==> src/rtl/irq_pkg.sv <==
// -----------------------------------------------------------------------------
// irq_pkg
// Shared types and helpers for the AVR interrupt controller.
//   irq_state_e   : controller FSM state (IDLE / REQ / SERVICE), 2-bit encoded
//   IRQ_MASK_RST  : mask value after reset (every vector enabled)
//   prio_sel()    : index of the lowest set bit, which is the highest priority
// Optional build macro used by the importing modules: IRQ_EDGE_DETECT_EN
// -----------------------------------------------------------------------------
package irq_pkg;

    typedef enum logic [1:0] {
        ST_IDLE    = 2'd0,
        ST_REQ     = 2'd1,
        ST_SERVICE = 2'd2
    } irq_state_e;

    // Widest supported vector count; narrower instances zero-extend into it.
    localparam int IRQ_MAX_VECTORS = 16;

    localparam logic [IRQ_MAX_VECTORS-1:0] IRQ_MASK_RST = '1;

    // Lowest set index wins. Returns 0 when nothing is set; callers gate
    // the result with an "any pending" term.
    function automatic int unsigned prio_sel(input logic [IRQ_MAX_VECTORS-1:0] pend);
        int unsigned idx;
        idx = 0;
        for (int i = IRQ_MAX_VECTORS - 1; i >= 0; i--) begin
            if (pend[i]) begin
                idx = unsigned'(i);
            end
        end
        return idx;
    endfunction

endpackage

==> src/rtl/irq_sync_edge.sv <==
// -----------------------------------------------------------------------------
// irq_sync_edge
// Two-flop synchroniser for one raw interrupt line, plus an optional rising
// edge detector on the synchronised output.
// Ports:
//   clk     in   core clock
//   rst_n   in   asynchronous active-low reset
//   line_i  in   raw interrupt line, asynchronous to clk
//   rise_o  out  one-cycle pulse on a 0->1 of sync_o (only with IRQ_EDGE_DETECT_EN)
//   sync_o  out  synchronised line (second flop)
// Build macro: IRQ_EDGE_DETECT_EN adds the edge flop and rise_o.
// -----------------------------------------------------------------------------
module irq_sync_edge (
    input  logic clk,
    input  logic rst_n,
    input  logic line_i,
`ifdef IRQ_EDGE_DETECT_EN
    output logic rise_o,
`endif
    output logic sync_o
);

    logic meta_q;
    logic sync_q;

    always_ff @(posedge clk or negedge rst_n) begin
        if (!rst_n) begin
            meta_q <= 1'b0;
            sync_q <= 1'b0;
        end else begin
            meta_q <= line_i;
            sync_q <= meta_q;
        end
    end

    assign sync_o = sync_q;

`ifdef IRQ_EDGE_DETECT_EN
    logic sync_dly_q;

    always_ff @(posedge clk or negedge rst_n) begin
        if (!rst_n) begin
            sync_dly_q <= 1'b0;
        end else begin
            sync_dly_q <= sync_q;
        end
    end

    assign rise_o = sync_q & ~sync_dly_q;
`endif

endmodule

==> src/rtl/irq_controller.sv <==
// -----------------------------------------------------------------------------
// irq_controller
// Sequences AVR interrupt entry/exit: synchronises raw lines, applies a
// per-vector mask, picks the highest-priority pending vector (index 0 first)
// and runs the request / acknowledge / RETI handshake with the core. One
// interrupt in service at a time, no nesting, no preemption.
// Ports:
//   clk, rst_n        clock, asynchronous active-low reset
//   irq_lines         raw interrupt requests (asynchronous)
//   irq_mask_we/wdata mask register write port (1 = enabled)
//   irq_mask          current mask register
//   gie               global interrupt enable (SREG I)
//   irq_req           request to core
//   irq_vect          vector being requested / serviced
//   irq_ack           core took irq_vect (one-cycle pulse)
//   irq_reti          core executed RETI (one-cycle pulse)
//   irq_active        an interrupt is in service
//   irq_pending       masked pending bits
// Build macro: IRQ_EDGE_DETECT_EN switches pending from level to latched
// rising-edge mode (cleared on acknowledge of that vector).
// -----------------------------------------------------------------------------
module irq_controller
    import irq_pkg::*;
#(
    parameter  int NUM_VECTORS = 4,
    localparam int NVL2        = $clog2(NUM_VECTORS)
) (
    input  logic                   clk,
    input  logic                   rst_n,
    input  logic [NUM_VECTORS-1:0] irq_lines,
    input  logic                   irq_mask_we,
    input  logic [NUM_VECTORS-1:0] irq_mask_wdata,
    output logic [NUM_VECTORS-1:0] irq_mask,
    input  logic                   gie,
    output logic                   irq_req,
    output logic [NVL2-1:0]        irq_vect,
    input  logic                   irq_ack,
    input  logic                   irq_reti,
    output logic                   irq_active,
    output logic [NUM_VECTORS-1:0] irq_pending
);

    logic [NUM_VECTORS-1:0] sync;
    logic [NUM_VECTORS-1:0] mask_q;
    logic [NUM_VECTORS-1:0] pend;
    logic [NVL2-1:0]        sel;
    logic                   any;
    irq_state_e             state_q, state_d;
    logic [NVL2-1:0]        vect_q, vect_d;

`ifdef IRQ_EDGE_DETECT_EN
    logic [NUM_VECTORS-1:0] rise;
`endif

    for (genvar g = 0; g < NUM_VECTORS; g++) begin : g_line
        irq_sync_edge u_sync (
            .clk    (clk),
            .rst_n  (rst_n),
            .line_i (irq_lines[g]),
`ifdef IRQ_EDGE_DETECT_EN
            .rise_o (rise[g]),
`endif
            .sync_o (sync[g])
        );
    end

    // Mask register; the registered value feeds pend directly, so a write
    // is visible to arbitration from the cycle after its edge.
    always_ff @(posedge clk or negedge rst_n) begin
        if (!rst_n) begin
            mask_q <= NUM_VECTORS'(IRQ_MASK_RST);
        end else if (irq_mask_we) begin
            mask_q <= irq_mask_wdata;
        end
    end

`ifdef IRQ_EDGE_DETECT_EN
    logic [NUM_VECTORS-1:0] pl_q, pl_d, pl_clr;

    // Edges are latched regardless of mask. Only the acknowledged vector is
    // cleared, and an edge arriving on the clearing cycle re-arms it.
    always_comb begin
        pl_clr = '0;
        if (state_q == ST_REQ && irq_ack) begin
            pl_clr[vect_q] = 1'b1;
        end
        pl_d = (pl_q & ~pl_clr) | rise;
    end

    always_ff @(posedge clk or negedge rst_n) begin
        if (!rst_n) begin
            pl_q <= '0;
        end else begin
            pl_q <= pl_d;
        end
    end

    assign pend = pl_q & mask_q;
`else
    assign pend = sync & mask_q;
`endif

    assign any = |pend;
    assign sel = NVL2'(prio_sel(IRQ_MAX_VECTORS'(pend)));

    always_ff @(posedge clk or negedge rst_n) begin
        if (!rst_n) begin
            state_q <= ST_IDLE;
            vect_q  <= '0;
        end else begin
            state_q <= state_d;
            vect_q  <= vect_d;
        end
    end

    // Arbitration happens only in IDLE; the vector is frozen through REQ and
    // SERVICE so higher-priority arrivals wait for the next IDLE.
    always_comb begin
        state_d = state_q;
        vect_d  = vect_q;
        case (state_q)
            ST_IDLE: begin
                if (gie && any) begin
                    vect_d  = sel;
                    state_d = ST_REQ;
                end
            end
            ST_REQ: begin
                // Acknowledge takes precedence over a simultaneous withdraw.
                if (irq_ack) begin
                    state_d = ST_SERVICE;
                end else if (!gie || !pend[vect_q]) begin
                    state_d = ST_IDLE;
                end
            end
            ST_SERVICE: begin
                if (irq_reti) begin
                    state_d = ST_IDLE;
                end
            end
            default: state_d = ST_IDLE;
        endcase
    end

    // Outputs decode the state register, so reset clears them asynchronously.
    assign irq_req     = (state_q == ST_REQ);
    assign irq_active  = (state_q == ST_SERVICE);
    assign irq_vect    = vect_q;
    assign irq_mask    = mask_q;
    assign irq_pending = pend;

endmodule

==> config.mk <==
export PLATFORM = sky130hd
export DESIGN_NAME = irq_controller
export DESIGN_NICKNAME = d
export VERILOG_FILES = /design/src/rtl/irq_pkg.sv /design/src/rtl/irq_sync_edge.sv /design/src/rtl/irq_controller.sv
export SDC_FILE = /design/constraint.sdc
export NUM_CORES = 1
export LEC_CHECK = 0
export ABC_AREA = 1
export ABC_CLOCK_PERIOD_IN_PS = 1230
export CAP_MARGIN = 20
export CORE_MARGIN = 8
export CORE_UTILIZATION = 30
export CTS_BUF_LIST = sky130_fd_sc_hd__clkbuf_8
export DETAILED_ROUTE_END_ITERATION = 8
export MAX_ROUTING_LAYER = met4
export PLACE_DENSITY = 0.63
export RECOVER_POWER = 25
export SKIP_CTS_REPAIR_TIMING = 1
export SYNTH_ARGS = -nofsm -noshare
export SYNTH_HDL_FRONTEND = slang
export SYNTH_SLANG_ARGS = --single-unit
==> constraint.sdc <==
create_clock -name clk -period 1.23 [get_ports clk]
set_clock_uncertainty 0.15 [all_clocks]
set_input_delay 0.123 -clock clk [delete_from_list [all_inputs] [get_ports clk]]
set_output_delay 0.123 -clock clk [all_outputs]
set_load 0.01 [all_outputs]
# [Word-level counts from Yosys, hierarchy flattened]
# Cells that the tools add are included.
# Widths: inputs -> output; s select.
[classes] order_cmp=1 n_eq_ne=5 n_mux=11 bitwise_logic=1 n_reduce_logical=8
[op_table] operator="$mux 2" count=8
[op_table] operator="$pmux 2 s3" count=1
[op_table] operator="$and 4x4->4" count=1
[op_table] operator="$ne 2x2->1 const B" count=2
[op_table] operator="$reduce_or 4->1" count=1
[op_table] operator="$lt 2x3->1 const B" count=1
[op_table] operator="$ne 3x1->1 const B" count=1
[op_table] operator="$reduce_and 3->1" count=1
[op_table] operator="$bmux 1 s2" count=1
[op_table] operator="$eq 2x1->1 const B" count=1
[op_table] operator="$eq 2x2->1 const B" count=1
[op_table] operator="$logic_not 1->1" count=2
[op_table] operator="$logic_not 2->1" count=1
[op_table] operator="$reduce_and 2->1" count=1
[op_table] operator="$logic_and 1x1->1" count=1
[op_table] operator="$logic_or 1x1->1" count=1
[op_table] operator="$mux 1" count=1
[totals] regBits=16 input_bits=14 out_inout_bits=12 wordCells=37

# [Longest topological paths before layout]
# Gate-level depths: netlist of run 1.
[depth] ltp_word=8 mapped_depth=7 mapped_depth_nobuf=7

# [Modules after synthesis]
# Synthesis of run 1 repeated with hierarchy kept, for this count alone.
[hier_totals] hier_cells=62 area_unflattened_um2=651.9
[by_module_without_submodules] module="irq_controller" instances=1 cells_each=54 area_each_um2=451.7 seq_area_each_um2=205.2
[by_module_without_submodules] module="irq_sync_edge" instances=4 cells_each=2 area_each_um2=50.0 seq_area_each_um2=50.0

# [Worst setup path before layout of run 1]
# No wires, ideal clock.
[synth_path] kind="reg2reg" start="register mask_q[2] (netlist: irq_mask[2])" end="register vect_q[0] (netlist: irq_vect[0])" setup_ns=0.117 t_arrival_ns=0.953 t_required_ns=0.963 slack_ns=0.010 path_stages_with_launch=8 n_path_buf=0 synth_period_minus_slack_ns=1.220 path_cell_list="dfstp_2 > nand2_2 > nand2_2 > inv_2 > nand2_2 > nand3_2 > nand2_1 > nand2_1"
[synth_via] elab_chain_len=4 word_cells_on_any_way=7 cone_classes="mux: 3; bitwise: 1; reduce/logical: 3"
[synth_lines] element="start: declaration" line_no="irq_controller.sv:44" rtl="logic [NUM_VECTORS-1:0] mask_q;"
[synth_lines] element="start signal: assignment" line_no="irq_controller.sv:71" rtl="mask_q <= NUM_VECTORS'(IRQ_MASK_RST);"
[synth_lines] element="start signal: assignment" line_no="irq_controller.sv:73" rtl="mask_q <= irq_mask_wdata;"
[synth_lines] element="$and 4x4->4 (*)" line_no="irq_controller.sv:100" rtl="assign pend = sync & mask_q;"
[synth_lines] element="$mux 2 / $reduce_or 4->1 (equally long branches)" line_no="irq_pkg.sv:28, irq_controller.sv:103"
[synth_lines] element="$mux 2 / $logic_and 1x1->1 (equally long branches)" line_no="irq_pkg.sv:28, irq_controller.sv:123"
[synth_lines] element="$mux 2 / $reduce_and 2->1 (equally long branches)"
[synth_lines] element="end signal: assignment" line_no="irq_controller.sv:112" rtl="vect_q <= vect_d;"
[synth_lines] element="end: declaration" line_no="irq_controller.sv:49" rtl="logic [NVL2-1:0] vect_q, vect_d;"
# Every way passes the cells marked *; elsewhere a longest branch is shown, timed or not.
# A chain may end at the register's enable or synchronous reset.

# [Final worst setup path of run 1]
[layout_path] start="register mask_q[1] (netlist: irq_mask[1])" end="register vect_q[0] (netlist: irq_vect[0])"
[layout_via] elab_chain_len=4 word_cells_on_any_way=6 cone_classes="mux: 2; bitwise: 1; reduce/logical: 3"
[layout_lines] element="$and 4x4->4 (*)" line_no="irq_controller.sv:100"
[layout_lines] element="$reduce_or 4->1" line_no="irq_controller.sv:103" rtl="assign any = |pend;"
[layout_lines] element="$logic_and 1x1->1" line_no="irq_controller.sv:123" rtl="if (gie && any) begin"
[layout_lines] element="$reduce_and 2->1 (no line)"
# Marks and branches as above.

==> results of run 1 <==
==> worst max-delay path by stage <==
| stage | from | cells after the start | endpoint |
|---|---|---|---|
| final | irq_mask[1] | 8 | irq_vect[0] |
| after global routing | irq_mask[1] | 8 | irq_vect[0] |
| after floorplan | irq_mask[2] | 7 | irq_vect[0] |
| after global placement | irq_mask[0] | 3 | irq_pending[0] |
| after CTS | irq_mask[0] | 3 | irq_pending[0] |
| after detailed placement | irq_mask[0] | 3 | irq_pending[0] |
==> critical path, stage by stage, from the launching register on <==
cell	delay, ns
dfstp_2	0.54
nand2_2	0.07
buf_6	0.12
nand2_4	0.05
inv_2	0.04
nand2_2	0.06
nand3_2	0.08
nand2_1	0.08
nand2_1	0.05
==> power breakdown <==
group	leakage, nW	internal (mW)	switching [mW]
sequential	0.187	0.602	0.0424
clock	0.0216	0.216	0.152
combinational	0.392	0.307	0.235
==> state kept, by name, indices dropped and copies added, names as in the netlist <==
name                  flops
irq_vect                  2
g_line.u_sync.meta_q      4
irq_mask                  4
state_q                   2
g_line.u_sync.sync_o      4
==> kinds of logic (layout without fill, tap and decap cells) <==
kind of cell           Yosys count  in the layout
AOI/OAI and AO/OA                3              3
buffers and inverters           10             57
DFF                             16             16
muxes                            4              4
and+or+nand+nor                 29             29
==> routing by layer <==
layer	share of wire	up-vias
met3	0.080	4
li1	-	287
met5	0	-
met1	0.40	273
met2	0.50	24
met4	0.010	0
==> layout by cell type, fill, tap and decap left out, drive strengths merged <==
| cell type | count |
|---|---|
| a21oi | 2 |
| clkdlybuf4s50 | 8 |
| nand4 | 1 |
| nand2 | 19 |
| inv | 10 |
| dfstp | 4 |
| nor3 | 1 |
| dlygate4sd3 | 5 |
| mux2 | 4 |
| buf | 28 |
| dfrtp | 12 |
| dlymetal6s2s | 2 |
| nor2 | 4 |
| clkbuf | 4 |
| nand3 | 4 |
| o31ai | 1 |
==> metrics by stage <==
| stage | TNS [ns] | setup WS [ns] | hold slack, ns | power (mW) |
|---|---|---|---|---|
| after detailed placement | -2.369 | -0.2388 | 0.1957 | 1.156 |
| final | -0.5096 | -0.1093 | 0.1768 | 1.556 |
| after CTS | -5.124 | -0.5066 | 0.04915 | 1.533 |
| after floorplan | 0 | 0.009965 | -0.3226 | 0.8357 |
| after global routing | -1.007 | -0.1598 | 0.2134 | 1.655 |
| after global placement | -2.223 | -0.2278 | 0.1813 | 1.144 |
==> final cells by class <==
| class | count | area [um^2] |
|---|---|---|
| clock buffer | 3 | 41.29 |
| fill | 197 | 970.9 |
| inverter | 10 | 40.04 |
| multi-input combinational | 36 | 224.0 |
| sequential | 16 | 405.4 |
| tap | 28 | 35.03 |
| timing repair buffer | 44 | 410.4 |
==> run metrics, run 1 <==
Congestion Overflow GR 0; #FFs+latches synth 16; global-route met2 utilization 0.1332; Final WS setup -0.1093 ns; Post-Route WL 1.638 mm; clock latency at the later pin of the worst-skew pair 0.24 ns; Synth top area share 0.4642; die area 3898 um^2; P&R area growth vs syn 78.72%; Final setup viols 11; CTS tree yes; Sink Count 16; dpl cells 130; max frequency 746.7 MHz; Finished Core Util 0.5435; top_reg_cell synth dfrtp_1; Tmin final 1.339 ns; ys async rst share 1.000; EDFF count, synth 0; Worst slew margin 0.7425; met3 Use GR 0.04301; Worst-path clk slew 0.06 ns; GR met1 Demand/Resource 0.08955; GRT Util Overall 0.08626; max-slew violations 0; XOR/XNOR Fraction of Synth Area 0; post-synthesis simple-gate area fraction 0.2128; Chip Width 62.44 um; gr busiest metal met2; CORE AREA 2127 um^2; Area after DPL 1045 um^2; worst endpoint data arrival time 1.32 ns; maximum VDD drop 742.4 uV; Max Cap Viol 0; Final period util 1.089; die height 62.44 um; largest cells by area after synthesis dfrtp_1 (46%), dfstp_2 (16%), nand2_1 (7.5%); area share of fa/ha/maj cells after synthesis 0; first-pass GRT wire length 2.677 mm; Final Cell Area 1156 um^2; Worst R2R End irq_vect[0]; Starting Density 0.3041; final hold viol count 0; Pre-antenna DRT Iters 2; CTS Buffer Depth 2; total CTS buffers 3; layout cells sized above 1 0.5229; status finished with violations; port bufs 25; DR iter-0 viols 18; P_leak 0.6011 nW; critical path peak fanout 3; DR WL/cell 11.96 um; Worst Hold Class input port to async pin; antenna violations before repair 0; post-DP HPWL 1.234 mm; Final nets 125; diode count 0; vias in the first global route 623; worst slew pin tran 0.3862 ns; FF-to-FF path depth 8; largest net degree at the start of global routing 17; largest family of logic cells by synthesized area simple AND/OR/NAND/NOR gates; # H-tree levels 1; syn nets 76; Power Dens Cells 1346 nW/um^2; multiplexer area fraction after synthesis 0.06963; Clock Root Buffer clkbuf_8; vias per cell 4.292; Worst setup SP type register; Top Ports 26; source of the worst register-to-register timing path irq_mask[1]; Compound-Gate Fraction of Synth Area 0.03288; gpl congestion 0.8779; crit end category register; violated checks setup timing; # DRC 0; Synth Area per Inst 10.43 um^2; Ys Warns 0; Req. time, crit path 1.21 ns; Routed Antenna Nets 0; CP Class register to register; most frequent cell after synthesis nand2_1; reg2reg setup slack -0.11 ns; Mapped Cells 62; most frequent cells after synthesis nand2_1 (13), dfrtp_1 (12), inv_1 (7); RSZ-0062 raised after global routing true; leading area contributor after synthesis dfrtp_1; DR vias 588; Final Non-Filler Cells 137; Cell Area, Synth 646.9 um^2; Synth cell types 15; sequential share of the synthesized area 0.6267; row count 17
(Power assumes the default switching activity.)
==> inputs of run 2 (changes only) <==
--- a/config.mk
+++ b/config.mk
@@ -6,14 +6,15 @@
 export NUM_CORES = 1
 export LEC_CHECK = 0
 export ABC_AREA = 1
-export ABC_CLOCK_PERIOD_IN_PS = 1230
+export ABC_CLOCK_PERIOD_IN_PS = 1300
 export CAP_MARGIN = 20
 export CORE_MARGIN = 8
 export CORE_UTILIZATION = 30
 export CTS_BUF_LIST = sky130_fd_sc_hd__clkbuf_8
+export CTS_CLUSTER_SIZE = 40
 export DETAILED_ROUTE_END_ITERATION = 8
 export MAX_ROUTING_LAYER = met4
-export PLACE_DENSITY = 0.63
+export PLACE_DENSITY = 0.61
 export RECOVER_POWER = 25
 export SKIP_CTS_REPAIR_TIMING = 1
 export SYNTH_ARGS = -nofsm -noshare
==> constraint.sdc (replaced) <==
create_clock -name clk -period 1.3 [get_ports clk]
set_clock_uncertainty 0.15 [all_clocks]
set_input_delay 0.13 -clock clk [delete_from_list [all_inputs] [get_ports clk]]
set_output_delay 0.13 -clock clk [all_outputs]
set_load 0.01 [all_outputs]
==> run metrics, run 2 (synthesized netlist as in run 1, its figures left out) <==
CTS Buffer Depth 2; maximum VDD drop 802.7 uV; vias in the first global route 651; FF-to-FF path depth 8; DR vias 576; Routed Antenna Nets 0; Final period util 1.032; clock latency at the later pin of the worst-skew pair 0.24 ns; Final Non-Filler Cells 135; row count 17; P&R area growth vs syn 79.11%; Starting Density 0.3041; Tmin final 1.342 ns; CTS tree yes; max-slew violations 0; met3 Use GR 0.02509; global-route met2 utilization 0.1410; layout cells sized above 1 0.5047; antenna violations before repair 0; die area 3898 um^2; source of the worst register-to-register timing path irq_mask[3]; Post-Route WL 1.487 mm; Max Cap Viol 0; Pre-antenna DRT Iters 3; Sink Count 16; gpl congestion 0.7435; largest net degree at the start of global routing 17; Worst-path clk slew 0.06 ns; post-DP HPWL 1.224 mm; GR met1 Demand/Resource 0.07447; Final nets 123; critical path peak fanout 3; Worst slew margin 0.4388; CORE AREA 2127 um^2; Worst R2R End irq_vect[0]; DR WL/cell 11.01 um; Power Dens Cells 1264 nW/um^2; port bufs 25; FILL cells 199; status finished with violations; final hold viol count 0; Congestion Overflow GR 0; first-pass GRT wire length 2.504 mm; Clock Root Buffer clkbuf_8; total CTS buffers 3; Worst Hold Depth 0; Multi-input gate area 232.7 um^2; reg2reg setup slack -0.04 ns; diode count 0; Chip Width 62.44 um; Final setup viols 3; GRT Util Overall 0.08085; Worst Hold Class register to register; RSZ-0062 raised after global routing true; CP Class register to register; worst endpoint data arrival time 1.32 ns; sequential cell area 405.4 um^2; violated checks setup timing; commonest cells after routing, fill and taps aside dfrtp_1 (12), buf_6 (12), nand2_1 (11), buf_4 (11), clkdlybuf4s50_1 (9); vias per cell 4.267; P_leak 0.6120 nW; Top Ports 26; Min-Delay Startpoint g_line[3].u_sync.meta_q; worst slew pin tran 0.8418 ns; Final WS setup -0.04195 ns; dpl cells 129; crit end category register; Worst setup SP type register; total design power 1.465 mW; max frequency 745.2 MHz; DR iter-0 viols 4; # DRC 0; WHS Endpoint g_line[3].u_sync.sync_o; gr busiest metal met2; die height 62.44 um; Req. time, crit path 1.28 ns; # H-tree levels 1
[run 2: final cells by class]
cell class	instances	area share
multi-input cells	36	0.2009
repair buffers	42	0.3510
clock buffers	3	0.03564
well taps	28	0.03024
flip-flops and latches	16	0.3499
inverters	10	0.03240
[run 2: worst max path at each step]
stage	cells past startpoint	start	end	slack, ns
CTS	3	irq_mask[2]	irq_pending[2]	-0.44
finish	8	irq_mask[3]	irq_vect[0]	-0.04
detailed placement	3	irq_mask[2]	irq_pending[2]	-0.17
global placement	3	irq_mask[2]	irq_pending[2]	-0.16
global route	8	irq_mask[0]	irq_vect[0]	-0.09
floorplan	7	irq_mask[2]	irq_vect[0]	0.08
[run 2: worst max-delay path, cell delays in order, from the launching register on]
cell     delay [ns]
dfstp_2        0.54
nand2_2        0.06
buf_4          0.14
nand2_4        0.06
inv_2          0.03
nand2_2        0.05
nand3_2        0.08
nand2_1        0.08
nand2_1        0.05
[run 2: power breakdown]
part           internal (mW)  total, mW  switching, mW
clock                  0.205      0.351          0.147
sequential             0.570      0.607         0.0370
combinational          0.279      0.507          0.228
[run 2: metal layers]
layer | up-vias | share of wire
li1 | 288 | -
met4 | 0 | 0
met1 | 269 | 0.41
met3 | 0 | 0.042
met2 | 19 | 0.55
met5 | - | 0
[run 2: metrics by stage]
stage	setup slack (ns)	hold WS [ns]	TNS, ns	util	instance area (um^2)
final	-0.04195	0.1997	-0.1149	0.5447	1159
after global routing	-0.09259	0.2062	-0.3652	0.5447	1159
after CTS	-0.4418	0.04850	-4.248	0.5071	1079
after detailed placement	-0.1679	0.1872	-1.345	0.4876	1037
after global placement	-0.1605	0.1822	-1.149	0.4876	1037
after floorplan	0.07996	-0.3156	0	-	646.9
